==> config.mk <==
export PLATFORM = sky130hd
export DESIGN_NAME = muldiv_unit
export DESIGN_NICKNAME = d
export VERILOG_FILES = /design/src/rtl/muldiv_unit.sv
export SDC_FILE = /design/constraint.sdc
export NUM_CORES = 1
export LEC_CHECK = 0
export CAP_MARGIN = 10
export CORE_ASPECT_RATIO = 0.9
export CORE_UTILIZATION = 50
export DETAILED_ROUTE_END_ITERATION = 10
export PLACE_DENSITY = 0.69
export SLEW_MARGIN = 0
export SYNTH_ARGS = -nofsm -noshare
export SYNTH_HDL_FRONTEND = slang
export SYNTH_SLANG_ARGS = --single-unit
export TNS_END_PERCENT = 50
==> constraint.sdc <==
create_clock -name clk -period 7.97 [get_ports clk]
set_input_delay 1.594 -clock clk [delete_from_list [all_inputs] [get_ports clk]]
set_output_delay 1.594 -clock clk [all_outputs]
set_load 0.01 [all_outputs]
==> src/rtl/muldiv_unit.sv <==
// rtl/muldiv_unit.sv - iterative RV32M multiply/divide unit, fixed XLEN+1 cycle latency
module muldiv_unit #(
  parameter int XLEN = 32
) (
  input  logic            clk,
  input  logic            rst_n,
  input  logic            start,
  input  logic [2:0]      funct3,
  input  logic [XLEN-1:0] src_a,
  input  logic [XLEN-1:0] src_b,
  output logic            busy,
  output logic            done,
  output logic [XLEN-1:0] result
);

  localparam int CW = $clog2(XLEN + 1);

  typedef enum logic [1:0] {IDLE, CALC, FIN} state_t;

  state_t            state, state_nxt;
  logic [CW-1:0]     counter;
  logic [2:0]        op;
  logic              sign_a, sign_b, b_zero;
  logic [XLEN-1:0]   mag_a, mag_b;
  logic [2*XLEN-1:0] work;

  logic              a_signed, b_signed, neg_a, neg_b;
  logic              is_div;
  logic [XLEN:0]     mul_sum;
  logic [XLEN:0]     rem_sh;
  logic              div_ge;
  logic [XLEN-1:0]   div_rem;
  logic [2*XLEN-1:0] work_mul, work_div;
  logic [2*XLEN-1:0] prod;
  logic [XLEN-1:0]   quot_fix, rem_fix, fin_result;

  always_comb begin
    a_signed = (funct3 == 3'b001) || (funct3 == 3'b010) ||
               (funct3 == 3'b100) || (funct3 == 3'b110);
    b_signed = (funct3 == 3'b001) || (funct3 == 3'b100) || (funct3 == 3'b110);
    neg_a    = a_signed && src_a[XLEN-1];
    neg_b    = b_signed && src_b[XLEN-1];
  end

  // Shift-add multiply: high half accumulates, low half holds the multiplier.
  always_comb begin
    mul_sum  = {1'b0, work[2*XLEN-1:XLEN]} + (work[0] ? {1'b0, mag_a} : '0);
    work_mul = {mul_sum, work[XLEN-1:1]};
  end

  // Restoring divide: high half is the partial remainder, low half dividend/quotient.
  always_comb begin
    rem_sh   = work[2*XLEN-1:XLEN-1];
    div_ge   = rem_sh >= {1'b0, mag_b};
    div_rem  = XLEN'(rem_sh - {1'b0, mag_b});
    work_div = div_ge ? {div_rem, work[XLEN-2:0], 1'b1}
                      : {work[2*XLEN-2:0], 1'b0};
  end

  always_comb begin
    is_div   = op[2];
    prod     = (sign_a ^ sign_b) ? -work : work;
    quot_fix = (sign_a ^ sign_b) ? -work[XLEN-1:0] : work[XLEN-1:0];
    rem_fix  = sign_a ? -work[2*XLEN-1:XLEN] : work[2*XLEN-1:XLEN];
    if (!is_div) begin
      fin_result = (op[1:0] == 2'b00) ? prod[XLEN-1:0] : prod[2*XLEN-1:XLEN];
    end else if (op[1]) begin
      // Remainder of x/0 comes out as |x| re-signed, which is the original dividend.
      fin_result = rem_fix;
    end else begin
      fin_result = b_zero ? '1 : quot_fix;
    end
  end

  always_ff @(posedge clk or negedge rst_n) begin
    if (!rst_n) state <= IDLE;
    else        state <= state_nxt;
  end

  always_comb begin
    state_nxt = state;
    case (state)
      IDLE:    if (start) state_nxt = CALC;
      CALC:    if (counter == CW'(XLEN - 1)) state_nxt = FIN;
      FIN:     state_nxt = IDLE;
      default: state_nxt = IDLE;
    endcase
  end

  always_ff @(posedge clk or negedge rst_n) begin
    if (!rst_n) begin
      busy    <= 1'b0;
      done    <= 1'b0;
      result  <= '0;
      counter <= '0;
      op      <= '0;
      sign_a  <= 1'b0;
      sign_b  <= 1'b0;
      b_zero  <= 1'b0;
      mag_a   <= '0;
      mag_b   <= '0;
      work    <= '0;
    end else begin
      done <= 1'b0;
      case (state)
        IDLE: begin
          if (start) begin
            op      <= funct3;
            sign_a  <= neg_a;
            sign_b  <= neg_b;
            b_zero  <= (src_b == '0);
            mag_a   <= neg_a ? -src_a : src_a;
            mag_b   <= neg_b ? -src_b : src_b;
            work    <= funct3[2] ? {{XLEN{1'b0}}, (neg_a ? -src_a : src_a)}
                                 : {{XLEN{1'b0}}, (neg_b ? -src_b : src_b)};
            counter <= '0;
            busy    <= 1'b1;
          end
        end
        CALC: begin
          work    <= is_div ? work_div : work_mul;
          counter <= counter + 1'b1;
        end
        FIN: begin
          result <= fin_result;
          done   <= 1'b1;
          busy   <= 1'b0;
        end
        default: ;
      endcase
    end
  end

endmodule

==> impl_metrics.env, run 1 <==
export IMPL_status="finished, final reports clean"
export IMPL_cts_made_buffers=17
export IMPL_relSlewSlack_pct=17.9
export IMPL_synth_distinct_cells=69
export IMPL_netlist_top_cells_area="dfrtp_1 29%, o21ai_0 7.7%, nand2_1 6.6%"
export IMPL_design_core_area_um2=29900
export IMPL_htree_levels=4
export IMPL_synth_net_count=2099
export IMPL_post_route_period_util_pct=58.8
export IMPL_cts_tree="built"
export IMPL_crit_top_cell="o21ai_0"
export IMPL_grt_max_degree=129
export IMPL_initial_core_util_pct=50.9
export IMPL_overflow=0
export IMPL_hp_class="register to register"
export IMPL_wl_um=54000
export IMPL_avgSynthCellArea_um2=7.76
export IMPL_final_common_cell="nand2_1"
export IMPL_cts_sinks=176
export IMPL_whs_endpoint="result[18]"
export IMPL_grt_pass1_vias=13900
export IMPL_clkTransAtPathRegs_ns=0.08
export IMPL_antenna_found_initial=0
export IMPL_synth_edff_count=0
export IMPL_worst_path_buf_inv=1
export IMPL_ys_seq_area_share_pct=29.0
export IMPL_cts_resized=0
export IMPL_design_area_um2=17100
export IMPL_arrival_ns=5.01
export IMPL_final_antenna_net_count=0
export IMPL_firstDrtPassIters=6
export IMPL_die_w_um=186
export IMPL_place_area_um2=16400
export IMPL_dieArea_um2=31100
export IMPL_antenna_cells=0
export IMPL_slowest_delay_ns=0.73
export IMPL_tightest_slew_ns=1.23
export IMPL_path_delay_family="compound AO/OA/AOI/OAI gates"
export IMPL_fin_worst_skew_ns=0.0151
export IMPL_worstHoldStart="result[18]"
export IMPL_clock_latency_ns=0.46
export IMPL_ys_warn_count=0
export IMPL_grt_pass1_wl_um=82700
export IMPL_crit_path_end_kind="register"
export IMPL_crit_chain="ha_1 > o21a_1 > o31a_1 > or3_1 > a21oi_1 > o21ai_0 > o21ai_0 > o21ai_4 > buf_4 > mux2_2 > a222oi_1 > o21ai_0"
export IMPL_syn_cell_area_um2=15200
export IMPL_drv_slew=0
export IMPL_slowest_stage="o21ai_0"
export IMPL_critPathRequiredTime_ns=8.29
export IMPL_leakage_nw=7.14
export IMPL_critPathKind="register to register"
export IMPL_synth_largest_area_cell="dfrtp_1"
export IMPL_drt_iter0_drc=1930
export IMPL_period_minus_slack_ns=4.69
export IMPL_power_density_nw_per_um2=501
export IMPL_drc=0
export IMPL_die_height_um=167
export IMPL_fillers=2883
export IMPL_port_buffers=103
export IMPL_async_reset_ff_share_pct=100
export IMPL_synthFlopType="dfrtp_1"
export IMPL_io_pins=104
export IMPL_syn_to_final_growth_pct=12.2
export IMPL_startpoint_type="register"
export IMPL_vias=15100
export IMPL_cp_max_fo=29
export IMPL_yosysTopAreaCellShare_pct=29.0
export IMPL_ctsHoldBuffers=0
export IMPL_grt_usage_pct=35.2
export IMPL_wl_per_cell_um=22.6
export IMPL_maxClockFrequency_mhz=213
export IMPL_worst_ir_drop_vdd_uv=289
export IMPL_regToRegSetupSlack_ns=3.28
export IMPL_dp_hpwl_um=40800
export IMPL_layout_common_cells="267 x nand2_1, 234 x o21ai_0, 175 x dfrtp_1, 149 x a21oi_1, 145 x nor2_1"
export IMPL_final_setup_tns_ns=0
export IMPL_drive_gt1_share_pct=4.18
export IMPL_timing_rr_end="work[61]"
export IMPL_postSynthCellCount=1958
export IMPL_cts_path_max_buffers=2
export IMPL_critPathLaunch="work[34]"
export IMPL_r2r_start="work[34]"
export IMPL_post_cts_buffers=0
export IMPL_cts_root_buffer="clkbuf_16"
export IMPL_rsz0062_at_grt="no"
export IMPL_viasPerCell=6.34
export IMPL_gp_congestion=0.998
export IMPL_fp_row_count=60
export IMPL_synth_seq_cells=176
export IMPL_nets=2112
export IMPL_hold_viol=0
export IMPL_cap_violations=0
export IMPL_holdPathStages=2
export IMPL_setup_viol=0
export IMPL_reg2regPathDepth=12
-- registers in the layout, summed over array words and instances (netlist names), 2 cells and up --
register	cells
op	3
work	64
mag_a	32
mag_b	32
state	2
result	32
counter	6
-- cells in the mapped netlist (8+ instances only) --
master    count
a211oi_1     11
a21o_1       26
a21oi_1     149
a221oi_1     12
a222oi_1     11
a22oi_1      17
a31oi_1      22
and2_1       37
buf_1         8
clkbuf_1    113
dfrtp_1     176
ha_1         69
inv_1        58
mux2i_1      68
nand2_1     268
nand2b_1     28
nand3_1      22
nand4_1      13
nor2_1      145
nor2b_1      17
nor3_1       43
nor4_1       15
o21ai_0     234
o21bai_1      8
o221ai_1     10
o22ai_1       8
o31ai_1      21
o41ai_1      11
or2_2         8
or3_1        17
or4_1        14
xnor2_1     107
xor2_1       96
-- power breakdown --
part           switching, mW  internal (mW)  total, mW  leakage (nW)
clock                  0.475          0.438      0.913         0.307
combinational           3.39           2.26       5.66          4.60
sequential             0.718           1.27       1.99          2.23
total                   4.59           3.97       8.56          7.14
-- logic make-up (layout without fill, tap and decap cells) --
kind of cell    Yosys count  in the layout  share of synthesized area [%]
simple gates            650            650                           19.9
compound gates          597            597                           23.8
buf+inv                 188            214                           4.85
mux                      73             73                           4.85
fa+ha+maj                71             71                           5.94
flops                   176            176                           29.0
xor+xnor                203            203                           11.7
-- worst max-delay path by stage --
stage / endpoint / slack (ns) / depth (start not counted)
floorplan: work[29] / 4.12 / 9
global placement: work[24] / 3.14 / 11
detailed placement: work[26] / 3.07 / 11
CTS: work[61] / 3.38 / 12
global route: work[61] / 3.03 / 12
finish: work[61] / 3.28 / 12
-- metal layers --
metal	vias to the layer above	global-route usage, %	part of all wire, %
li1	6998	-	-
met1	7200	51.9	44
met2	845	50.6	43
met3	92	8.29	11
met4	0	10.5	2.7
met5	-	0	0
-- area by class of cell --
cell class / instances / area (um^2) / area share [%]
well taps: 403 / 504 / 2.96
flip-flops and latches: 176 / 4410 / 25.8
multi-input cells: 1594 / 10100 / 59.2
inverters: 59 / 221 / 1.30
clock inverters: 15 / 219 / 1.28
clock buffers: 17 / 425 / 2.49
repair buffers: 123 / 1180 / 6.93
-- worst reg2reg max path, delay by kind of cell, from the launching register on --
kind | cells | cell delay, ns
compound gates | 8 | 2.54
flops | 1 | 0.64
fa+ha+maj | 1 | 0.38
buf+inv | 1 | 0.36
simple gates | 1 | 0.32
mux | 1 | 0.32
-- per-stage QoR --
step / utilization [%] / hold WS (ns) / setup WS (ns) / power, mW / cells
2_1_floorplan: - / 0.438 / 4.12 / 5.79 / 1958
3_3_place_gp: 54.9 / 0.456 / 3.14 / 7.39 / 2355
3_5_place_dp: 54.9 / 0.461 / 3.07 / 7.44 / 2355
4_1_cts: 57.1 / 0.481 / 3.38 / 8.38 / 2387
5_1_grt: 57.1 / 0.505 / 3.03 / 9.16 / 2387
6_report: 57.1 / 0.478 / 3.28 / 8.56 / 2387
Note: power is estimated with default switching activity, not from simulation.
==> run 2: changes to the inputs <==
- PLACE_DENSITY: 0.69 -> 0.72
- clock period: 7.97 -> 4.25 ns (I/O delays scaled with it)
==> impl_metrics.env, run 2 (synthesis gave the netlist of run 1 again) <==
export IMPL_status="finished, final reports clean"
export IMPL_cts_tree="built"
export IMPL_crit_path_end_kind="register"
export IMPL_cts_sinks=176
export IMPL_final_antenna_net_count=0
export IMPL_critPathKind="register to register"
export IMPL_drc=0
export IMPL_r2r_start="work[35]"
export IMPL_setup_slack_ns=0.426
export IMPL_power_density_nw_per_um2=942
export IMPL_critPathRequiredTime_ns=4.62
export IMPL_die_w_um=186
export IMPL_whs_endpoint="mag_a[3]"
export IMPL_htree_levels=4
export IMPL_dieArea_um2=31100
export IMPL_clock_latency_ns=0.45
export IMPL_ctsHoldBuffers=0
export IMPL_grt_pass1_wl_um=83300
export IMPL_top_register="work"
export IMPL_post_cts_buffers=0
export IMPL_post_route_period_util_pct=90.0
export IMPL_wl_per_cell_um=22.4
export IMPL_largest_reg_flops=64
export IMPL_viasPerCell=6.27
export IMPL_wl_um=54300
export IMPL_hold_viol=0
export IMPL_place_area_um2=16700
export IMPL_worstHoldStart="mag_a[3]"
export IMPL_fin_worst_skew_ns=0.0192
export IMPL_worst_ir_drop_vdd_uv=504
export IMPL_setup_viol=0
export IMPL_drv_slew=0
export IMPL_dpl_worst_slack_ns=0.316
export IMPL_io_pins=104
export IMPL_arrival_ns=4.19
export IMPL_port_buffers=103
export IMPL_die_height_um=167
export IMPL_clkTransAtPathRegs_ns=0.08
export IMPL_startpoint_type="register"
export IMPL_grt_pass1_vias=14100
export IMPL_utilization_pct=58.2
export IMPL_timing_rr_end="result[25]"
export IMPL_vias=15200
export IMPL_regToRegSetupSlack_ns=0.43
export IMPL_antenna_cells=0
export IMPL_layout_common_cells="267 x nand2_1, 234 x o21ai_0, 175 x dfrtp_1, 149 x a21oi_1, 145 x nor2_1"
export IMPL_gp_congestion=0.992
export IMPL_holdPathStages=2
export IMPL_firstDrtPassIters=8
export IMPL_cts_path_max_buffers=2
export IMPL_syn_to_final_growth_pct=14.4
export IMPL_cts_root_buffer="clkbuf_16"
export IMPL_rsz0062_at_grt="no"
export IMPL_drive_gt1_share_pct=6.12
export IMPL_cts_resized=0
export IMPL_relSlewSlack_pct=32.0
export IMPL_tightest_slew_ns=1.02
export IMPL_antenna_found_initial=1
export IMPL_cp_max_fo=9
export IMPL_leakage_nw=7.35
export IMPL_drt_iter0_drc=1785
export IMPL_nets=2153
export IMPL_reg2regPathDepth=9
export IMPL_overflow=0
export IMPL_cap_violations=0
export IMPL_grt_max_degree=103
export IMPL_maxClockFrequency_mhz=261
export IMPL_fp_row_count=60
export IMPL_final_common_cell="nand2_1"
export IMPL_design_area_um2=17400
export IMPL_cts_made_buffers=17
export IMPL_final_setup_tns_ns=0
export IMPL_period_minus_slack_ns=3.82
export IMPL_hp_class="register to register"
export IMPL_dp_hpwl_um=41500
export IMPL_design_core_area_um2=29900
export IMPL_grt_usage_pct=35.5
export IMPL_initial_core_util_pct=50.9
export IMPL_finalPower_mw=16.4
==> run 2: cell count changes in the layout (fill, tap and decap cells not counted) <==
cell / previous run / this run
clkinv_4: 1 / 2
buf_4: 20 / 59
buf_12: 0 / 2
bufinv_16: 0 / 1
inv_6: 1 / 2
inv_12: 3 / 0
==> run 2: metrics by stage <==
stage,cells,hold WS [ns]
floorplan,1958,0.438
global placement,2396,0.453
detailed placement,2396,0.463
CTS,2428,0.481
global route,2428,0.501
finish,2428,0.478
==> run 2: cell type report <==
type                            instances  area, um^2
Fill cell                            2839       12500
Inverter                               59         221
Clock buffer                           17         425
Timing Repair Buffer                  164        1520
Sequential cell                       176        4410
Clock inverter                         15         218
Tap cell                              403         504
Multi-Input combinational cell       1594       10100
==> run 2: worst max path at each step <==
stage	slack [ns]	end	startpoint
after floorplan	0.57	result[25]	work[35]
after global placement	0.39	work[29]	src_b[13]
after global routing	0.20	work[56]	work[31]
after CTS	0.46	result[25]	work[35]
after detailed placement	0.32	work[31]	src_b[13]
final	0.43	result[25]	work[35]
==> run 2: worst max-delay path, cell delays in order, from the launching register on <==
cell	delay, ns
dfrtp_1	0.52
or4_4	0.58
or4_4	0.45
or4b_4	0.58
or4_4	0.55
or4_4	0.45
and3_1	0.21
o21ai_2	0.11
o311ai_1	0.11
a31oi_1	0.19
==> run 2: layer usage <==
metal	routed length (um)	global-route usage, %
met1	24200	51.8
met2	22400	50.2
met5	13	0
met4	2110	13.6
met3	5520	8.46
==> run 2: report_power, final <==
| part | total (mW) | internal (mW) | switching (mW) |
|---|---|---|---|
| clock network | 1.71 | 0.862 | 0.844 |
| registers | 3.42 | 2.38 | 1.04 |
| logic | 11.2 | 4.48 | 6.77 |
| total | 16.4 | 7.73 | 8.65 |
==> run 3: changes to the inputs <==
- SKIP_CTS_REPAIR_TIMING: unset -> 1
==> results of run 3 <==
Final layout, timing and power as in run 2 (identical DEF).
